$ cat src/rtl/div_frec_pkg.sv
// Shared constants for the div_frec programmable clock divider.
package div_frec_pkg;

   localparam int unsigned DIV_FREC_WIDTH = 16;

endpackage : div_frec_pkg

$ cat src/rtl/div_frec_if.sv
// Divider control/output bundle: divide value in, divided clock out.
interface div_frec_if
   import div_frec_pkg::*;
#(
   parameter int unsigned WIDTH = DIV_FREC_WIDTH
);

   logic [WIDTH-1:0] div;
   logic             clkd;

   // Consumer side: programs div, observes clkd
   modport master (
      output div,
      input  clkd
   );

   // Divider side: reads div, drives clkd
   modport slave (
      input  div,
      output clkd
   );

endinterface : div_frec_if

$ cat src/rtl/div_frec_counter.sv
// WIDTH-bit up counter with synchronous clear and a terminal flag (count >= limit).
module div_frec_counter
   import div_frec_pkg::*;
#(
   parameter int unsigned WIDTH = DIV_FREC_WIDTH
) (
   input  logic             clk,
   input  logic             rst,
   input  logic             clr_i,
   input  logic [WIDTH-1:0] limit_i,
   output logic             terminal_c
);

   logic [WIDTH-1:0] cnt_q;
   logic [WIDTH-1:0] cnt_d;

   // '>=' rather than '==' so a lowered limit ends the half-period at once instead of wrapping
   assign terminal_c = (cnt_q >= limit_i);

   // Next count: clear on request, otherwise increment (clear always wins at all-ones)
   always_comb begin
      cnt_d = WIDTH'(cnt_q + 1'b1);
      if (clr_i) begin
         cnt_d = '0;
      end
   end

   // Count register
   always_ff @(posedge clk or posedge rst) begin
      if (rst) begin
         cnt_q <= '0;
      end else begin
         cnt_q <= cnt_d;
      end
   end

endmodule : div_frec_counter

$ cat src/rtl/div_frec.sv
// Programmable frequency divider: clkd half-period = div+1 clk cycles.
// Optional macro DIV_FREC_DIV_LATCH_EN retimes div changes to half-period boundaries.
module div_frec
   import div_frec_pkg::*;
#(
   parameter int unsigned WIDTH = DIV_FREC_WIDTH
) (
   input  logic       clk,
   input  logic       rst,
   div_frec_if.slave  bus
);

   logic             terminal;
   logic [WIDTH-1:0] div_eff;
   logic             clkd_q;
   logic             clkd_d;

`ifdef DIV_FREC_DIV_LATCH_EN
   logic [WIDTH-1:0] div_q;
   logic [WIDTH-1:0] div_d;

   // Resample div only when a half-period ends; reset value 0 gives a 1-cycle first half-period
   always_comb begin
      div_d = div_q;
      if (terminal) begin
         div_d = bus.div;
      end
   end

   // Latched divide value
   always_ff @(posedge clk or posedge rst) begin
      if (rst) begin
         div_q <= '0;
      end else begin
         div_q <= div_d;
      end
   end

   assign div_eff = div_q;
`else
   assign div_eff = bus.div;
`endif

   // Half-period counter, cleared each time it reaches the effective limit
   div_frec_counter #(
      .WIDTH      (WIDTH)
   ) u_cnt (
      .clk        (clk),
      .rst        (rst),
      .clr_i      (terminal),
      .limit_i    (div_eff),
      .terminal_c (terminal)
   );

   // Toggle the divided clock at every half-period boundary
   always_comb begin
      clkd_d = clkd_q;
      if (terminal) begin
         clkd_d = ~clkd_q;
      end
   end

   // Divided clock flop; the only driver of clkd
   always_ff @(posedge clk or posedge rst) begin
      if (rst) begin
         clkd_q <= 1'b0;
      end else begin
         clkd_q <= clkd_d;
      end
   end

   assign bus.clkd = clkd_q;

endmodule : div_frec

$ cat src/flat_wrapper.sv
// flat-port wrapper written by rule: the top's interface ports become plain ports
module div_frec_flat import div_frec_pkg::*;
#(
   parameter int unsigned WIDTH = DIV_FREC_WIDTH
)
  (clk, rst, bus_div, bus_clkd);
  div_frec_if #(.WIDTH(WIDTH)) bus_i ();
  input  logic clk;
  input  logic rst;
  input wire logic [$bits(bus_i.div)-1:0] bus_div;
  output wire logic [$bits(bus_i.clkd)-1:0] bus_clkd;
  assign bus_i.div = bus_div;
  assign bus_clkd = bus_i.clkd;
  div_frec #(.WIDTH(WIDTH)) u_core (.clk(clk), .rst(rst), .bus(bus_i));
endmodule
$ cat config.mk
export PLATFORM = sky130hd
export DESIGN_NAME = div_frec_flat
export DESIGN_NICKNAME = d
export VERILOG_FILES = /design/src/rtl/div_frec_pkg.sv /design/src/rtl/div_frec_if.sv /design/src/rtl/div_frec_counter.sv /design/src/rtl/div_frec.sv /design/src/flat_wrapper.sv
export SDC_FILE = /design/constraint.sdc
export NUM_CORES = 1
export LEC_CHECK = 0
export ABC_CLOCK_PERIOD_IN_PS = 6050
export CAP_MARGIN = 20
export CELL_PAD_IN_SITES_DETAIL_PLACEMENT = 1
export CELL_PAD_IN_SITES_GLOBAL_PLACEMENT = 2
export CORE_ASPECT_RATIO = 1.1
export CORE_MARGIN = 10
export CORE_UTILIZATION = 34
export DETAILED_ROUTE_END_ITERATION = 8
export GPL_TIMING_DRIVEN = 0
export HOLD_SLACK_MARGIN = 0.12
export PLACE_DENSITY = 0.85
export SYNTH_ARGS = -nofsm -noshare
export SYNTH_HDL_FRONTEND = slang
export SYNTH_SLANG_ARGS = --single-unit
$ cat constraint.sdc
create_clock -name clk -period 6.05 [get_ports clk]
set_input_delay 1.815 -clock clk [delete_from_list [all_inputs] [get_ports clk]]
set_output_delay 1.815 -clock clk [all_outputs]
set_load 0.02 [all_outputs]
== Yosys cells after proc, flatten, opt, wreduce, memory -nomap -nowiden ==
Cells that the tools add are included.
Cells by class
  add/subtract/negate cells: 1
  order comparisons: 1
  muxes and demuxes: 1
  bitwise logic cells: 1
Operators with widths (count)
  $add A16 B1 Y16 const B: 1
  $ge A16 B16 Y1: 1
  $mux W16: 1
  $not A1 Y1: 1
Storage, ports and cells
  register bits: 17
  input port bits: 18
  word-level logic and storage cells: 6

== Depth between registers and ports, before layout ==
  word-level depth: 2
  depth in mapped cells: 9

== Cells and area by module ==
A second synthesis with hierarchy kept.
Unflattened totals
  cells, all modules: 134
  area, all modules: 1178.6 µm²
By module, submodules not included
  div_frec_counter: times used 1, cells each 131, area an instance 1141.1 µm², seq. area each 400.4 µm²
  div_frec: times used 1, cells each 3, area an instance 37.5 µm², seq. area each 25.0 µm²

== Worst setup path before layout ==
OpenSTA, ideal clock, no wires.
  kind: in2reg
  from: input bus_div[6]
  to: register u_core.u_cnt.cnt_q[10]
  setup time: 0.071 ns
  data arrival time: 3.376 ns
  required time: 5.979 ns
  path slack: 2.603 ns
  stages on the path: 9
  cell sequence: inv_1 ha_1 a21o_1 a21oi_1 a211oi_1 or4_1 buf_6 buf_8 nor2_1
On the way
  cells in the longest elaborated chain, start to end: 2
RTL lines
  start: declaration: RTL line flat_wrapper.sv:10  | input wire logic [$bits(bus_i.div)-1:0] bus_div;
  $ge A16 B16 Y1: RTL line div_frec_counter.sv:18  | assign terminal_c = (cnt_q >= limit_i);
  $mux W16: RTL line div_frec_counter.sv:23  | if (clr_i) begin
  net u_core.u_cnt.cnt_d[10]: RTL line div_frec_counter.sv:15  | logic [WIDTH-1:0] cnt_d;
  end signal: assignment: RTL line div_frec_counter.sv:33  | cnt_q <= cnt_d;
  end: declaration: RTL line div_frec_counter.sv:14  | logic [WIDTH-1:0] cnt_q;
The timed path passes the listed nets, and every way through them passes these cells.
A chain may end at the register's enable or synchronous reset.

== Worst setup path in the final report ==
  from: input bus_div[15]
  to: register u_core.u_cnt.cnt_q[9]
The elaborated chain is that of the path after synthesis.

==> impl_metrics.toml <==
[worst_setup_path]
critPathMaxFanout = 10
crit_arrival_ns = 4.07
endpoint_kind = "flip-flop"
ff2ff_path_depth = 8
crit_family = "simple AND/OR/NAND/NOR gates"
crit_buf_inv = 4
r2r_setup_slack_ns = 3.75
crit_path_max_incr_delay_ns = 0.45
reg2reg_to = "u_core.u_cnt.cnt_q[9]"
r2r_start = "u_core.u_cnt.cnt_q[13]"
cp.required_ns = 6.24
critPathKind = "in2reg"
cp-start-kind = "input port"
slowest_stage = "clkdlybuf4s50_1"
path_cells = "clkdlybuf4s50_1 -> inv_1 -> ha_1 -> nand4_1 -> or3_1 -> a221oi_1 -> or4_1 -> buf_6 -> buf_8 -> nor2_1"

[min_path]
whs_path_depth = 1
whs_endpoint = "u_core.bus.clkd"
worstHoldStart = "u_core.bus.clkd"
hp-class = "reg2reg"

[detailed_routing]
vias = 933
routedWlPerCell_um = 13.0
first_pass_iters = 4
totalWireLength_mm = 2.60
final_antenna_net_count = 0
avgViaCountPerCell = 4.67
drt-initial-drc-count = 22
drc = 0

[layout]
stdcell_count = 200
fillCellCount = 401
multi_input_area_um2 = 636
fin_nets = 188
regArea_um2 = 425
area_growth_pct = 22.9
n_antenna_cell = 0
final_layout_size_suffix_gt1_share_pct = 3.29
finalInstanceArea_um2 = 1430

[synth]
synth_nets = 165
synth.distinct_cells = 23
ys_ff_latch = 17
synth.most_common_cell = "inv_1"
yosysSeqAreaShare_pct = 36.5
syn_avg_cell_area_um2 = 8.97
ys_top_cells_by_count = "inv_1, nor2_1, dfrtp_1, ha_1, xnor2_1"
syn_area_um2 = 1170
yosysTopAreaCell = "dfrtp_1"
netlist_instances = 130
synth-edff-count = 0
synth-main-ff-cell = "dfrtp_1"
yosysTopAreaCellShare_pct = 36.5
async_flop_share_pct = 100
synthTopCellsByArea = "dfrtp_1, ha_1, inv_1"
yosysWarningCount = 0

[sta]
setup_viol = 0
setup_ws_ns = 2.17
fmax_ghz = 0.257
hold_viol = 0
final.period_utilization_pct = 64.2
tightest_slew_ns = 0.643
fin_worst_skew_ns = 0.00501
finalMaxSlewViolations = 0
finalCriticalPeriod_ns = 3.88
relSlewSlack_pct = 57.1
setup_tns_ns = 0
rsz0062_at_grt = "false"

[floorplan]
dieArea_um2 = 6170
die_w_um = 75.8
die_y_um = 81.4
rows = 22
io_pins = 19
coreArea_um2 = 3330
initial_core_util_pct = 35.0

[global_routing]
grt_overflow = 0
grt_pass1_wl_mm = 4.60
grt_start_max_net_pins = 18
grt_pass1_vias = 1038
grt_usage_pct = 9.56
antenna_found_initial = 0

[placed_design]
post-place-ws_ns = 1.85
io_buffers = 18
place_inst = 196
placed_cell_area_um2 = 1410
gp_congestion = 0.773
place_hpwl_mm = 2.19

[clock_network]
cts_made_buffers = 3
clock_sinks = 17
clockRootBuffer = "clkbuf_4"
cts-htree-levels = 1
cts_setup_buffers = 0
tritoncts = "yes"
cts_hold_buf = 0
path_clk_slew_ns = 0.10
insertion_delay_ns = 0.29
ctsResizeCount = 0
cts_buffer_depth = 2

[pwr]
cellLeakagePower_nw = 0.712
ir_drop_mv = 0.130
power.total_mw = 0.305
powerDensity_nw_per_um2 = 213

[status]
status = "finished clean"

[flow_run]
drv_cap = 0
-- state kept, by name (all words and copies together) (netlist names) --
name                count
u_core.bus.clkd         1
u_core.u_cnt.cnt_q     16
-- final cells by class --
| class | instances | area share (%) |
|---|---|---|
| Sequential cell | 17 | 29.7 |
| Clock buffer | 4 | 1.83 |
| Inverter | 21 | 5.50 |
| Timing Repair Buffer | 18 | 12.6 |
| Buffer | 2 | 1.83 |
| Tap cell | 48 | 4.19 |
| Multi-Input combinational cell | 90 | 44.4 |
-- power breakdown --
group | switching (mW) | internal (mW)
Sequential | 0.0271 | 0.134
Combinational | 0.0384 | 0.0440
Clock | 0.0358 | 0.0257
Total | 0.101 | 0.203
-- cell usage in the layout (no fill, tap or decap) --
cell type,Yosys,routed
nand4_1,5,5
clkdlybuf4s50_1,0,18
nor2b_1,1,1
dfrtp_1,17,17
clkbuf_1,0,1
a211oi_1,1,1
nand3_1,7,7
ha_1,17,17
xor2_1,7,7
a221oi_1,1,1
and4_1,1,1
nor3_1,4,4
a21o_1,2,2
nand2_1,4,4
buf_8,1,1
o21ai_0,3,3
buf_6,1,1
xnor2_1,8,8
a21oi_1,5,5
clkbuf_4,0,3
or3_1,1,1
inv_1,21,21
nand2b_1,1,1
or4_1,1,1
nor2_1,19,19
and3_1,2,2
-- routing by layer --
layer | vias up | track usage (%) | part of all wire (%)
met5 | - | 0 | 0
met4 | 0 | 3.90 | 1.4
met3 | 5 | 2.41 | 4.9
met2 | 14 | 16.0 | 50
met1 | 439 | 11.3 | 44
li1 | 475 | - | -
-- worst max path at each step --
stage,start,end,slack [ns],cells past startpoint
CTS,bus_div[15],u_core.u_cnt.cnt_q[9],2.16,10
finish,bus_div[15],u_core.u_cnt.cnt_q[9],2.17,10
floorplan,bus_div[6],u_core.u_cnt.cnt_q[10],2.60,9
global route,bus_div[15],u_core.u_cnt.cnt_q[0],2.06,10
detailed placement,bus_div[15],u_core.u_cnt.cnt_q[8],1.85,10
global placement,bus_div[15],u_core.u_cnt.cnt_q[10],1.91,10
-- through the flow --
step	hold slack (ns)	utilization (%)
after CTS	0.478	43.0
final	0.474	43.0
after global routing	0.506	43.0
after global placement	0.455	42.2
after floorplan	0.461	-
after detailed placement	0.462	42.2
-- cell families (layout without fill, tap and decap cells) --
logic type,count (synthesis),count (layout),share of synthesized area [%]
flops,17,17,36.5
simple gates,46,46,18.9
buf+inv,23,45,9.01
xor+xnor,15,15,11.3
fa+ha+maj,17,17,18.2
compound gates,12,12,6.12
Note: power is estimated with default switching activity, not from simulation.
